===== src/rtl/imem_loader.sv =====
// imem_loader: write-side loader for the word-organised instruction memory.
// Takes a byte stream (valid/ready), reads a 16-bit little-endian word count,
// assembles little-endian 32-bit words and writes them from address 0 upward,
// keeping busy high until the image is in place.
// Optional feature: define IMEM_LOADER_CHECKSUM_EN to require a trailing
// 8-bit checksum byte (sum mod 256 of all data bytes) before reporting done.
module imem_loader #(
  parameter int address_width = 12,
  parameter int data_width    = 32
) (
  input  logic                     clk,
  input  logic                     reset,
  input  logic                     start,
  input  logic [7:0]               byte_in,
  input  logic                     byte_valid,
  output logic                     byte_ready,
  output logic                     mem_we,
  output logic [address_width-1:0] mem_address,
  output logic [data_width-1:0]    mem_wdata,
  output logic                     busy,
  output logic                     done,
  output logic                     error
);

  // One extra bit so that a count equal to the full depth is representable.
  localparam int          word_idx_w = address_width - 1;
  localparam logic [16:0] depth      = 17'd1 << (address_width - 2);

  typedef enum logic [2:0] {
    S_IDLE, S_LEN_LO, S_LEN_HI, S_DATA, S_WRITE, S_DONE, S_ERROR
`ifdef IMEM_LOADER_CHECKSUM_EN
    , S_CHECK
`endif
  } state_e;

  // Where the frame goes once its last word (or an empty body) is handled.
`ifdef IMEM_LOADER_CHECKSUM_EN
  localparam state_e S_END = S_CHECK;
`else
  localparam state_e S_END = S_DONE;
`endif

  state_e                  state_q, state_d;
  logic [15:0]             count_q, count_d;
  logic [word_idx_w-1:0]   word_idx_q, word_idx_d;
  logic [1:0]              byte_idx_q, byte_idx_d;
  logic [data_width-1:0]   word_q, word_d;
`ifdef IMEM_LOADER_CHECKSUM_EN
  logic [7:0]              sum_q, sum_d;
`endif

  logic        xfer;
  logic [15:0] len_full;

  assign xfer     = byte_valid && byte_ready;
  assign len_full = {byte_in, count_q[7:0]};

  // Register update; the assembled word is an ordinary register, so it is reset too.
  // NOTE: sequential state uses non-blocking (<=) so every register samples pre-edge values.
  always_ff @(posedge clk or posedge reset) begin
    if (reset) begin
      state_q    <= S_IDLE;
      count_q    <= '0;
      word_idx_q <= '0;
      byte_idx_q <= '0;
      word_q     <= '0;
`ifdef IMEM_LOADER_CHECKSUM_EN
      sum_q      <= '0;
`endif
    end else begin
      state_q    <= state_d;
      count_q    <= count_d;
      word_idx_q <= word_idx_d;
      byte_idx_q <= byte_idx_d;
      word_q     <= word_d;
`ifdef IMEM_LOADER_CHECKSUM_EN
      sum_q      <= sum_d;
`endif
    end
  end

  // Next-state, datapath next values and handshake outputs.
  // NOTE: every signal gets a default first so no path leaves it unassigned (no latches).
  always_comb begin
    state_d    = state_q;
    count_d    = count_q;
    word_idx_d = word_idx_q;
    byte_idx_d = byte_idx_q;
    word_d     = word_q;
`ifdef IMEM_LOADER_CHECKSUM_EN
    sum_d      = sum_q;
`endif
    byte_ready = 1'b0;
    mem_we     = 1'b0;
    busy       = 1'b1;

    case (state_q)
      S_IDLE, S_DONE, S_ERROR: begin
        busy = 1'b0;
        if (start) begin
          state_d = S_LEN_LO;
`ifdef IMEM_LOADER_CHECKSUM_EN
          sum_d   = '0;
`endif
        end
      end
      S_LEN_LO: begin
        byte_ready = 1'b1;
        if (xfer) begin
          count_d[7:0] = byte_in;
          state_d      = S_LEN_HI;
        end
      end
      S_LEN_HI: begin
        byte_ready = 1'b1;
        if (xfer) begin
          count_d[15:8] = byte_in;
          if (len_full == 16'd0) begin
            state_d = S_END;
          end else if ({1'b0, len_full} > depth) begin
            state_d = S_ERROR;
          end else begin
            state_d    = S_DATA;
            word_idx_d = '0;
            byte_idx_d = '0;
          end
        end
      end
      S_DATA: begin
        byte_ready = 1'b1;
        if (xfer) begin
          word_d[{byte_idx_q, 3'b000} +: 8] = byte_in;
          byte_idx_d = byte_idx_q + 2'd1;
`ifdef IMEM_LOADER_CHECKSUM_EN
          sum_d = sum_q + byte_in;
`endif
          if (byte_idx_q == 2'd3) state_d = S_WRITE;
        end
      end
      S_WRITE: begin
        mem_we     = 1'b1;
        word_idx_d = word_idx_q + word_idx_w'(1);
        if (17'(word_idx_q) + 17'd1 == {1'b0, count_q}) state_d = S_END;
        else                                            state_d = S_DATA;
      end
`ifdef IMEM_LOADER_CHECKSUM_EN
      S_CHECK: begin
        byte_ready = 1'b1;
        if (xfer) state_d = (byte_in == sum_q) ? S_DONE : S_ERROR;
      end
`endif
      default: state_d = S_IDLE;
    endcase
  end

  assign mem_address = {word_idx_q[address_width-3:0], 2'b00};
  assign mem_wdata   = word_q;
  assign done        = (state_q == S_DONE);
  assign error       = (state_q == S_ERROR);

endmodule


===== config.mk =====
export PLATFORM = sky130hd
export DESIGN_NAME = imem_loader
export DESIGN_NICKNAME = d
export VERILOG_FILES = /design/src/rtl/imem_loader.sv
export SDC_FILE = /design/constraint.sdc
export NUM_CORES = 1
export LEC_CHECK = 0
export ABC_AREA = 1
export CORE_MARGIN = 2
export CORE_UTILIZATION = 48
export CTS_CLUSTER_SIZE = 30
export DETAILED_ROUTE_END_ITERATION = 12
export GPL_TIMING_DRIVEN = 0
export HOLD_SLACK_MARGIN = 0.15
export PLACE_DENSITY = 0.82
export SLEW_MARGIN = 20
export SYNTH_ARGS = -nofsm -noshare
export SYNTH_HDL_FRONTEND = slang
export SYNTH_SLANG_ARGS = --single-unit

===== constraint.sdc =====
create_clock -name clk -period 2.15 [get_ports clk]
set_input_delay 0.645 -clock clk [delete_from_list [all_inputs] [get_ports clk]]
set_output_delay 0.645 -clock clk [all_outputs]
set_load 0.1 [all_outputs]

# Yosys cells after proc, flatten, opt, wreduce, memory -nomap -nowiden
# Index checks and enable logic that the tools add are counted.
dict set report word_totals {
  wordCells 63
  regBits 64
  output_inout_bits 49
  in_bits 12
}
dict set report op_classes {
  shift 2
  n_mux 22
  eq_ne 15
  add_sub_neg 4
  order_cmp 1
  n_reduce_logical 13
}
# operator n
set ops {}
lappend ops {{2-to-1 mux 11 bit} 3}
lappend ops {{bitwise mux 32 bit} 1}
lappend ops {{variable shift 8 x 7 -> 32 bit (first input constant)} 1}
lappend ops {{variable part select 8 x 7 -> 32 bit} 1}
lappend ops {{2-to-1 mux 3 bit} 8}
lappend ops {{case mux 11 bit (2 select lines)} 1}
lappend ops {{equality test 12 x 16 -> 1 bit} 1}
lappend ops {{> comparator 16 x 11 -> 1 bit (second input constant)} 1}
lappend ops {{zero test 16 bit} 1}
lappend ops {{case mux 3 bit (5 select lines)} 1}
lappend ops {{inequality test 2 bit (second input constant)} 7}
lappend ops {{adder 11 x 1 -> 12 bit (second input constant)} 1}
lappend ops {{adder 11 x 1 -> 11 bit (second input constant)} 1}
lappend ops {{AND reduction 5 bit} 2}
lappend ops {{equality test 3 bit (second input constant)} 3}
lappend ops {{2-to-1 mux 2 bit} 4}
lappend ops {{negation 5 -> 7 bit} 1}
lappend ops {{equality test 3 x 2 -> 1 bit (second input constant)} 2}
lappend ops {{AND reduction 2 bit} 3}
lappend ops {{OR reduction 3 bit} 2}
lappend ops {{case mux 2 bit (2 select lines)} 1}
lappend ops {{AND reduction 4 bit} 1}
lappend ops {{nonzero test 2 bit} 2}
lappend ops {{equality test 3 x 1 -> 1 bit (second input constant)} 1}
lappend ops {{other kinds (5)} 7}

# Logic depth before layout (Yosys ltp)
# Gate-level depths: netlist (run 1).
dict set report logic_depth {
  ltp_word 6
  ltp_mapped 15
  ltp_nobuf 15
}

# Worst setup path after synthesis (run 1)
# No wires, ideal clock.
dict set report synth_timing {
  path_kind {register to register}
  start {register state_q[2]}
  end {register state_q[0]}
  required_ns 2.021
  path_stages_with_launch 8
  path_buffers 0
  arrival_time_ns 3.094
  setup_ns 0.129
  setup_slack_ns -1.074
  cell_sequence {dfrtp_1 > inv_2 > nor2_1 > a211oi_2 > nor2_1 > nor2_1 > o21ai_0 > o21ai_0}
}
# item line
set synth_lines {}
lappend synth_lines {{start, declared} 43} ;# state_e state_q, state_d;
lappend synth_lines {{start signal, assigned} 71} ;# state_q <= state_d;
lappend synth_lines {{equality test 3 bit *} --}
lappend synth_lines {{net done} 21} ;# output logic done,
lappend synth_lines {{OR reduction 3 bit *} 97} ;# case (state_q)
lappend synth_lines {{inequality test 2 bit (no source line)} --}
lappend synth_lines {{AND reduction 5 bit (no source line)} --}
# Mark *: on every way through the listed nets, which the timed path passes. The rest lies on a longest branch.
# A chain may end at the register's enable or synchronous reset.

# Worst setup path in the final report (run 1)
dict set report layout_timing {
  start {register state_q[1]}
  end {output mem_we}
}
dict set report layout_between {
  elab_chain_len 2
}
# item line
set layout_lines {}
lappend layout_lines {{equality test 3 bit} 97}
lappend layout_lines {{2-to-1 mux 1 bit} 97}
lappend layout_lines {{end, declared} 17} ;# output logic mem_we,
# No other way between the ends.

==> metrics.cfg, run 1 <==
[run_status]
outcome=completed

[worst_setup_path]
required_ns=1.50
critPathMaxFanout=10
start_kind=flip-flop
worstSetupEndpointType=output pin
critPathArrivalTime_ns=1.49
worstSetupPathType=reg2out

[placed_design]
place_congestion=0.850
hpwl_um=6250
dp.cells=634
numPortBuffers=58

[die]
die_w_um=90.0
pin_count=61
rows=31
dieArea_um2=8100
die_h_um=90.0
initial_core_util=0.492
core-area_um2=7210

[power]
power_per_cell_area_nw_per_um2=1610
p_leak_nw=2.33
ir_drop_v=0.00106
power.total_mw=7.67

[synth]
synth_cell_types=30
yosys_warnings=0
synth.area.top_cells=dfrtp_1, nand2_1, o21ai_0
synth.largest_area_cell=dfrtp_1
synth-seq-cells=64
syn_area_per_cell_um2=7.49
synth_top_area_frac=0.451
yosysSeqAreaShare=0.451
netlist_area_um2=3550
synth_cells=474

[final_layout]
layout_commonest_cell=nand2_1
syn2layout_area_growth_pct=33.8
antenna_cells=0
nFillCells=600
layoutNonFillerInstCount=657
nNetsFinal=572
final_cell_mix=nand2_1, dfrtp_1, o21ai_0, nand3_1, inv_1
layout-drive-gt1-share=0.235

[sta]
finalMaxSlewViolations=0
skew_ns=0.00918
finalHoldViolCount=0
setup_violations=0
tightest_slew_ns=0.554
relSlewSlack=0.632
min_period_ns=2.13
finalCritPeriodShare=0.991
fmax_mhz=469
rsz0062_at_grt=true

[global_route]
track_usage=0.227
gr-total-overflow=0
grt_pass1_vias=3313
grt_max_degree=33
grt_pass1_wl_um=15200
antenna_found_initial=0

[clocking]
clockBufferDepth=2
clock-sinks=64
cts_buffers=9
clkLatencyLatePin_ns=0.34
cts_tree=built
root_buffer=clkbuf_8
clk_pin_slew_ns=0.07
cts-htree-levels=3
hold_buffers=0

[job]
max_cap_viol_count=0

[route]
routedWlPerCell_um=14.0
avgViaCountPerCell=5.33
drt_first_iter_violations=219
routed_wirelength_um=9170
num_vias=3502
drc=0
drt_first_pass_iters=5
drtAntennaViolNets=0

[worst_hold_path]
hold_class=reg2reg

## worst paths after layout
check	startpoint	endpoint	slack, ns	depth (start not counted)
setup / recovery	state_q[1]	mem_we	0.02	5
min in group asynchronous	reset	word_idx_q[1]	0.58	2
max in group asynchronous	reset	state_q[2]	0.92	4
setup reg to reg	word_idx_q[0]	state_q[1]	0.18	13
hold / removal	count_q[15]	count_q[15]	0.49	2
hold reg to reg	count_q[15]	count_q[15]	0.49	2
## registers in the layout, indices dropped and copies added (netlist names)
signal	count
mem_wdata	32
state_q	3
count_q	16
word_idx_q	11
byte_idx_q	2
## where the power goes
group | internal (mW) | switching [mW] | leakage (nW) | total, mW
Combinational | 1.19 | 3.24 | 1.38 | 4.43
Clock | 0.771 | 0.490 | 0.119 | 1.26
Sequential | 1.58 | 0.393 | 0.829 | 1.98
Total | 3.54 | 4.12 | 2.33 | 7.67
## per-stage QoR
stage,setup WS (ns),hold slack [ns],utilization,TNS [ns],instance area (um^2)
after floorplan,-0.167,0.453,-,-0.484,3590
after global placement,-0.788,0.467,0.595,-10.85,4290
after detailed placement,-0.840,0.474,0.602,-13.18,4340
after CTS,-0.0119,0.492,0.655,-0.0119,4730
after global routing,-0.0415,0.525,0.659,-0.118,4750
final,0.0195,0.493,0.659,0,4750
## per-layer routing
layer	up-vias	GRT usage	routed length, um
li1	1690	-	-
met1	1651	0.297	4000
met2	140	0.373	4440
met3	21	0.0386	534
met4	0	0.0974	195
met5	-	0	0
## critical path, cell delays in order (launching register included)
cell and delay [ns]:
dfrtp_1 0.43, nor2_4 0.19, inv_4 0.08, nor2_4 0.11, buf_8 0.16, buf_12 0.18
## layout make-up
cell class	instances	area, um^2	share of cell area
tap	99	124	0.0261
clock buffer	9	124	0.0261
sequential	64	1610	0.338
inverter	48	191	0.0403
buffer	24	163	0.0342
clock inverter	7	120	0.0253
multi-input combinational	337	1700	0.357
timing repair buffer	69	729	0.154
## cell families (layout without fill, tap and decap cells)
family,Yosys count,count (layout),synth area share
simple gates,263,263,0.329
flops,64,64,0.451
compound gates,64,64,0.0980
fa+ha+maj,7,7,0.0247
buf+inv,74,157,0.0934
xor+xnor,1,1,0.00247
other cells,1,2,0.00106
## Yosys cell counts
library cell / count
clkbuf_1: 8
a21oi_1: 11
nor3_1: 1
o21ai_0: 45
nor2_2: 9
o21bai_2: 1
nor2_1: 42
buf_2: 4
nand4_1: 22
nand2_2: 1
nand3b_1: 2
a21o_1: 1
dfrtp_1: 64
nand2_4: 1
a21boi_0: 1
o22ai_1: 1
conb_1: 1
nor3_2: 1
nand2_1: 137
nor3b_1: 1
inv_1: 44
buf_4: 13
o31ai_1: 3
a211oi_2: 1
nor2_4: 3
inv_2: 4
buf_1: 1
ha_1: 7
nand3_1: 43
xor2_1: 1
## what timing repair did
item	in CTS	in global routing
gates cloned	0	0
pin swaps	4	4
resized for setup	184	18
buffers inserted	6	3
hold endpoints to repair	0	0
setup endpoints to repair	82	37
Power figures use the tool's default switching activity.
==> inputs of run 2 (changes only) <==
SLEW_MARGIN = default   (was 20)
==> metrics.cfg, run 2 (synthesized netlist as in run 1, its figures left out) <==
[final_layout]
antenna_cells=0
seqCellArea_um2=1610
layout-drive-gt1-share=0.246
final_cell_mix=nand2_1, dfrtp_1, o21ai_0, nand3_1, inv_1
largest_register_ffs=32
nNetsFinal=580
multi_input_area_um2=1690
final_area_um2=4730
layout_commonest_cell=nand2_1
syn2layout_area_growth_pct=33.3
nFillCells=599

[placed_design]
place_congestion=0.850
hpwl_um=6000
numPortBuffers=58
placed_area_um2=4290

[power]
p_leak_nw=2.35
power_per_cell_area_nw_per_um2=1590
ir_drop_v=0.00137
power.total_mw=7.52

[clocking]
root_buffer=clkbuf_8
cts-htree-levels=3
clkLatencyLatePin_ns=0.34
hold_buffers=0
clockBufferDepth=2
clock-sinks=64
cts_buffers=9
clk_pin_slew_ns=0.07
cts_tree=built

[route]
drt_first_iter_violations=225
avgViaCountPerCell=5.21
num_vias=3462
routed_wirelength_um=9240
routedWlPerCell_um=13.9
drt_first_pass_iters=4
drtAntennaViolNets=0
drc=0

[worst_setup_path]
worstSetupPathType=reg2out
reg2reg_depth=10
worstSetupEndpointType=output pin
required_ns=1.50
start_kind=flip-flop
critPathMaxFanout=3
critPathArrivalTime_ns=1.51

[die]
rows=31
die_h_um=90.0
core-area_um2=7210
die_w_um=90.0
initial_core_util=0.492
pin_count=61
dieArea_um2=8100

[sta]
tightest_slew_ns=0.879
finalMaxSlewViolations=0
setup_violations=1
fin_ws_ns=-0.00210
min_period_ns=2.15
relSlewSlack=0.413
fmax_mhz=465
finalCritPeriodShare=1.00
skew_ns=0.0104
rsz0062_at_grt=true
finalHoldViolCount=0

[global_route]
grt_pass1_vias=3314
grt_pass1_wl_um=15200
grt_util_met3=0.0394
grt_max_degree=65
gr-usage-met1=0.302
busiest_layer=met2
grtUsageMet2=0.370
track_usage=0.229
gr-total-overflow=0
antenna_found_initial=0

[worst_hold_path]
hold_class=reg2reg
hold_depth=2

[run_status]
violations=setup timing
outcome=complete, but fails checks

[job]
max_cap_viol_count=0

run 2: changes by cell type in the layout (fill, tap and decap cells not counted), sizes merged:
cell,delta
clkdlybuf4s18,-1
buf,+10
bufinv,-2
clkdlybuf4s50,-1
clkinv,+1
clkbuf,-1
dlymetal6s2s,+1
run 2: final cells by class:
cell class,count,area share
buffer,25,0.0359
clock buffer,9,0.0262
clock inverter,6,0.0129
sequential,64,0.339
multi-input combinational,337,0.357
inverter,48,0.0394
timing repair buffer,76,0.163
tap,99,0.0262
run 2: metal layers:
| layer | part of all wire | up-vias |
|---|---|---|
| met4 | 0.023 | 0 |
| met2 | 0.49 | 122 |
| met5 | 0 | - |
| met3 | 0.043 | 23 |
| li1 | - | 1698 |
| met1 | 0.44 | 1619 |
run 2: path summary, 6_finish.rpt:
| path | slack (ns) | startpoint | end |
|---|---|---|---|
| worst min register to register | 0.49 | count_q[15] | count_q[15] |
| max in group asynchronous | 0.74 | reset | mem_wdata[8] |
| worst max register to register | 0.15 | byte_idx_q[0] | mem_wdata[3] |
| min in group asynchronous | 0.82 | reset | count_q[1] |
| worst max-delay path | -0.002 | state_q[1] | busy |
| worst min-delay path | 0.49 | count_q[15] | count_q[15] |
run 2: where the power goes:
part | switching [mW] | internal (mW) | total, mW
combinational | 3.26 | 1.28 | 4.54
sequential | 0.402 | 1.59 | 1.99
clock | 0.472 | 0.524 | 0.996
total | 4.14 | 3.39 | 7.52
run 2: timing repair:
| action | 4_1_cts | 5_1_grt |
|---|---|---|
| gates resized for setup | 185 | 21 |
| buffers inserted | 5 | 12 |
| endpoints found under the setup margin | 82 | 42 |
| pin swaps | 2 | 7 |
run 2: critical path, cell delays in order (launching register included):
cell and delay (ns):
dfrtp_1 0.43, inv_2 0.10, nor2_2 0.04, inv_2 0.07, nor2_4 0.05, a211oi_4 0.27, buf_12 0.21
run 2: stage by stage:
step | utilization | setup WS (ns) | hold slack, ns | TNS (ns) | std cells
CTS | 0.639 | -0.0204 | 0.491 | -0.0228 | 652
global route | 0.656 | -0.0759 | 0.534 | -0.388 | 664
finish | 0.656 | -0.00210 | 0.494 | -0.00210 | 664
floorplan | - | -0.167 | 0.453 | -0.484 | 475
detailed placement | 0.595 | -0.834 | 0.474 | -13.10 | 632
global placement | 0.595 | -0.788 | 0.467 | -10.85 | 632
==> RTL edit: new RTL, settings of run 2 <==
Add a define of `IMEM_LOADER_CHECKSUM_EN`.
--- a/src/rtl/imem_loader.sv
+++ b/src/rtl/imem_loader.sv
@@ -4,6 +4,8 @@
 // keeping busy high until the image is in place.
 // Optional feature: define IMEM_LOADER_CHECKSUM_EN to require a trailing
 // 8-bit checksum byte (sum mod 256 of all data bytes) before reporting done.
+`define IMEM_LOADER_CHECKSUM_EN
+
 module imem_loader #(
   parameter int address_width = 12,
   parameter int data_width    = 32
Check against the original RTL: not equivalent (Yosys sat finds a counterexample within 4 cycles, from zero or initial values and one cycle with reset high).
==> RTL edit against run 2 <==
The run still ends with setup timing left; design area up 17%; sequential cell count up 8; via count up 17%; setup slack worse by 82 ps; cell count up 14%; wire length up 19%; die area up 17%; synthesized area up 18%.
Power is left out: the tool's default activity adds up to more than one toggle a clock period on the data nets, which glitch-free logic cannot reach.
==> RTL edit: results (changes against run 2) <==
| Metric | Value |
|---|---|
| Post-DP HPWL | `7.707 mm (was 6.000 mm)` |
| Seq/Total Area, Yosys | `0.4308 (was 0.4510)` |
| Skew final | `9.373 ps (was 10.42 ps)` |
| Clock Latency Late Sink | `360 ps (was 340 ps)` |
| Syn_area_per_cell | `7.537 um2 (was 7.491 um2)` |
| Final WS setup | `-83.90 ps (was -2.096 ps)` |
| Dpl cells | `724 (was 632)` |
| WHS | `492.2 ps (was 493.7 ps)` |
| Crit path arrival time | `1590 ps (was 1510 ps)` |
| Nets | `669 (was 580)` |
| Vias in the first global route | `3,941 (was 3,314)` |
| Pre-CTS setup slack | `-945.3 ps (was -834.4 ps)` |
| Worst-path maximum fanout | `5 (was 3)` |
| Post-CTS Setup Bufs | `6 (was 5)` |
| GRT Total Usage | `0.2331 (was 0.2287)` |
| GR met1 Demand/Resource | `0.2832 (was 0.3015)` |
| Worst slew pin tran | `562.2 ps (was 878.9 ps)` |
| Largest net degree at the start of global routing | `30 (was 65)` |
| Dpl cell area | `4967 um2 (was 4293 um2)` |
| Resized Gates After CTS | `188 (was 185)` |
| Slack of the worst reg-to-reg path | `120 ps (was 150 ps)` |
| Starting DRT DRC Count | `247 (was 225)` |
| Distinct cells, synth | `34 (was 30)` |
| Overall routed net length | `11.00 mm (was 9.240 mm)` |
| Global placer's final weighted congestion | `0.9168 (was 0.8503)` |
| Share of cells above drive strength 1 | `0.2284 (was 0.2460)` |
| Avg WL per Cell | `14.56 um (was 13.92 um)` |
| First-pass GRT wire length | `18.04 mm (was 15.24 mm)` |
| Final setup fails | `2 (was 1)` |
| Outcome | `finished, violations left (unchanged)` |
| Routing usage on met3 | `0.04532 (was 0.03940)` |
| CP max stage cell | `dfrtp_2 (was dfrtp_1)` |
| Synth cell count leaders | `nand2_1, dfrtp_1, inv_1, o21ai_0, nor2_1 (was nand2_1, dfrtp_1, o21ai_0, inv_1, nand3_1)` |
| Failing checks | `setup timing (unchanged)` |
| Max stage delay on crit path | `480 ps (was 430 ps)` |
| Final Util | `0.6423 (was 0.6563)` |
| Fillers | `715 (was 599)` |
==> RTL edit: cell count changes after synthesis, moves of 5 or more <==
cell,before,now
nand2_1,137,159
o21ai_0,45,56
nor3_1,1,8
dfrtp_1,64,72
a21oi_1,11,16
ha_1,7,13
inv_1,44,59
nor2_2,9,2
==> RTL edit: per-layer routing <==
| metal | up-vias | part of all wire |
|---|---|---|
| met2 | 132 | 0.49 |
| met5 | - | 0 |
| met4 | 0 | 0.024 |
| met3 | 26 | 0.057 |
| li1 | 1971 | - |
| met1 | 1930 | 0.42 |
==> RTL edit: path summary, 6_finish.rpt <==
kind                                 endpoint          start  depth (start not counted)
worst max-delay path                     busy     state_q[1]                          5
worst min-delay path                 sum_q[5]       sum_q[5]                          1
worst max register to register  mem_wdata[30]  byte_idx_q[0]                          9
worst min register to register       sum_q[5]       sum_q[5]                          1
max in group asynchronous       byte_idx_q[0]          reset                          4
min in group asynchronous        mem_wdata[2]          reset                          2
==> RTL edit: cells by family after synthesis <==
| kind of cell | count (synthesis) | synth area share |
|---|---|---|
| adders and majority gates | 14 | 0.04367 |
| and+or+nand+nor | 294 | 0.3195 |
| DFF | 72 | 0.4308 |
| xor gates and xnor gates | 6 | 0.01256 |
| AOI/OAI and AO/OA | 79 | 0.1002 |
| other | 1 | 0.0008965 |
| buffers and inverters | 89 | 0.09243 |
==> RTL edit: layout make-up <==
class / count / area, um2 / area share
repair buffers: 76 / 802.0 / 0.1453
clock buffers: 9 / 123.9 / 0.02244
inverters: 64 / 256.5 / 0.04647
multi-input cells: 395 / 2123 / 0.3847
clock inverters: 7 / 120.1 / 0.02176
plain buffers: 25 / 152.6 / 0.02766
flip-flops and latches: 72 / 1805 / 0.3271
well taps: 108 / 135.1 / 0.02448
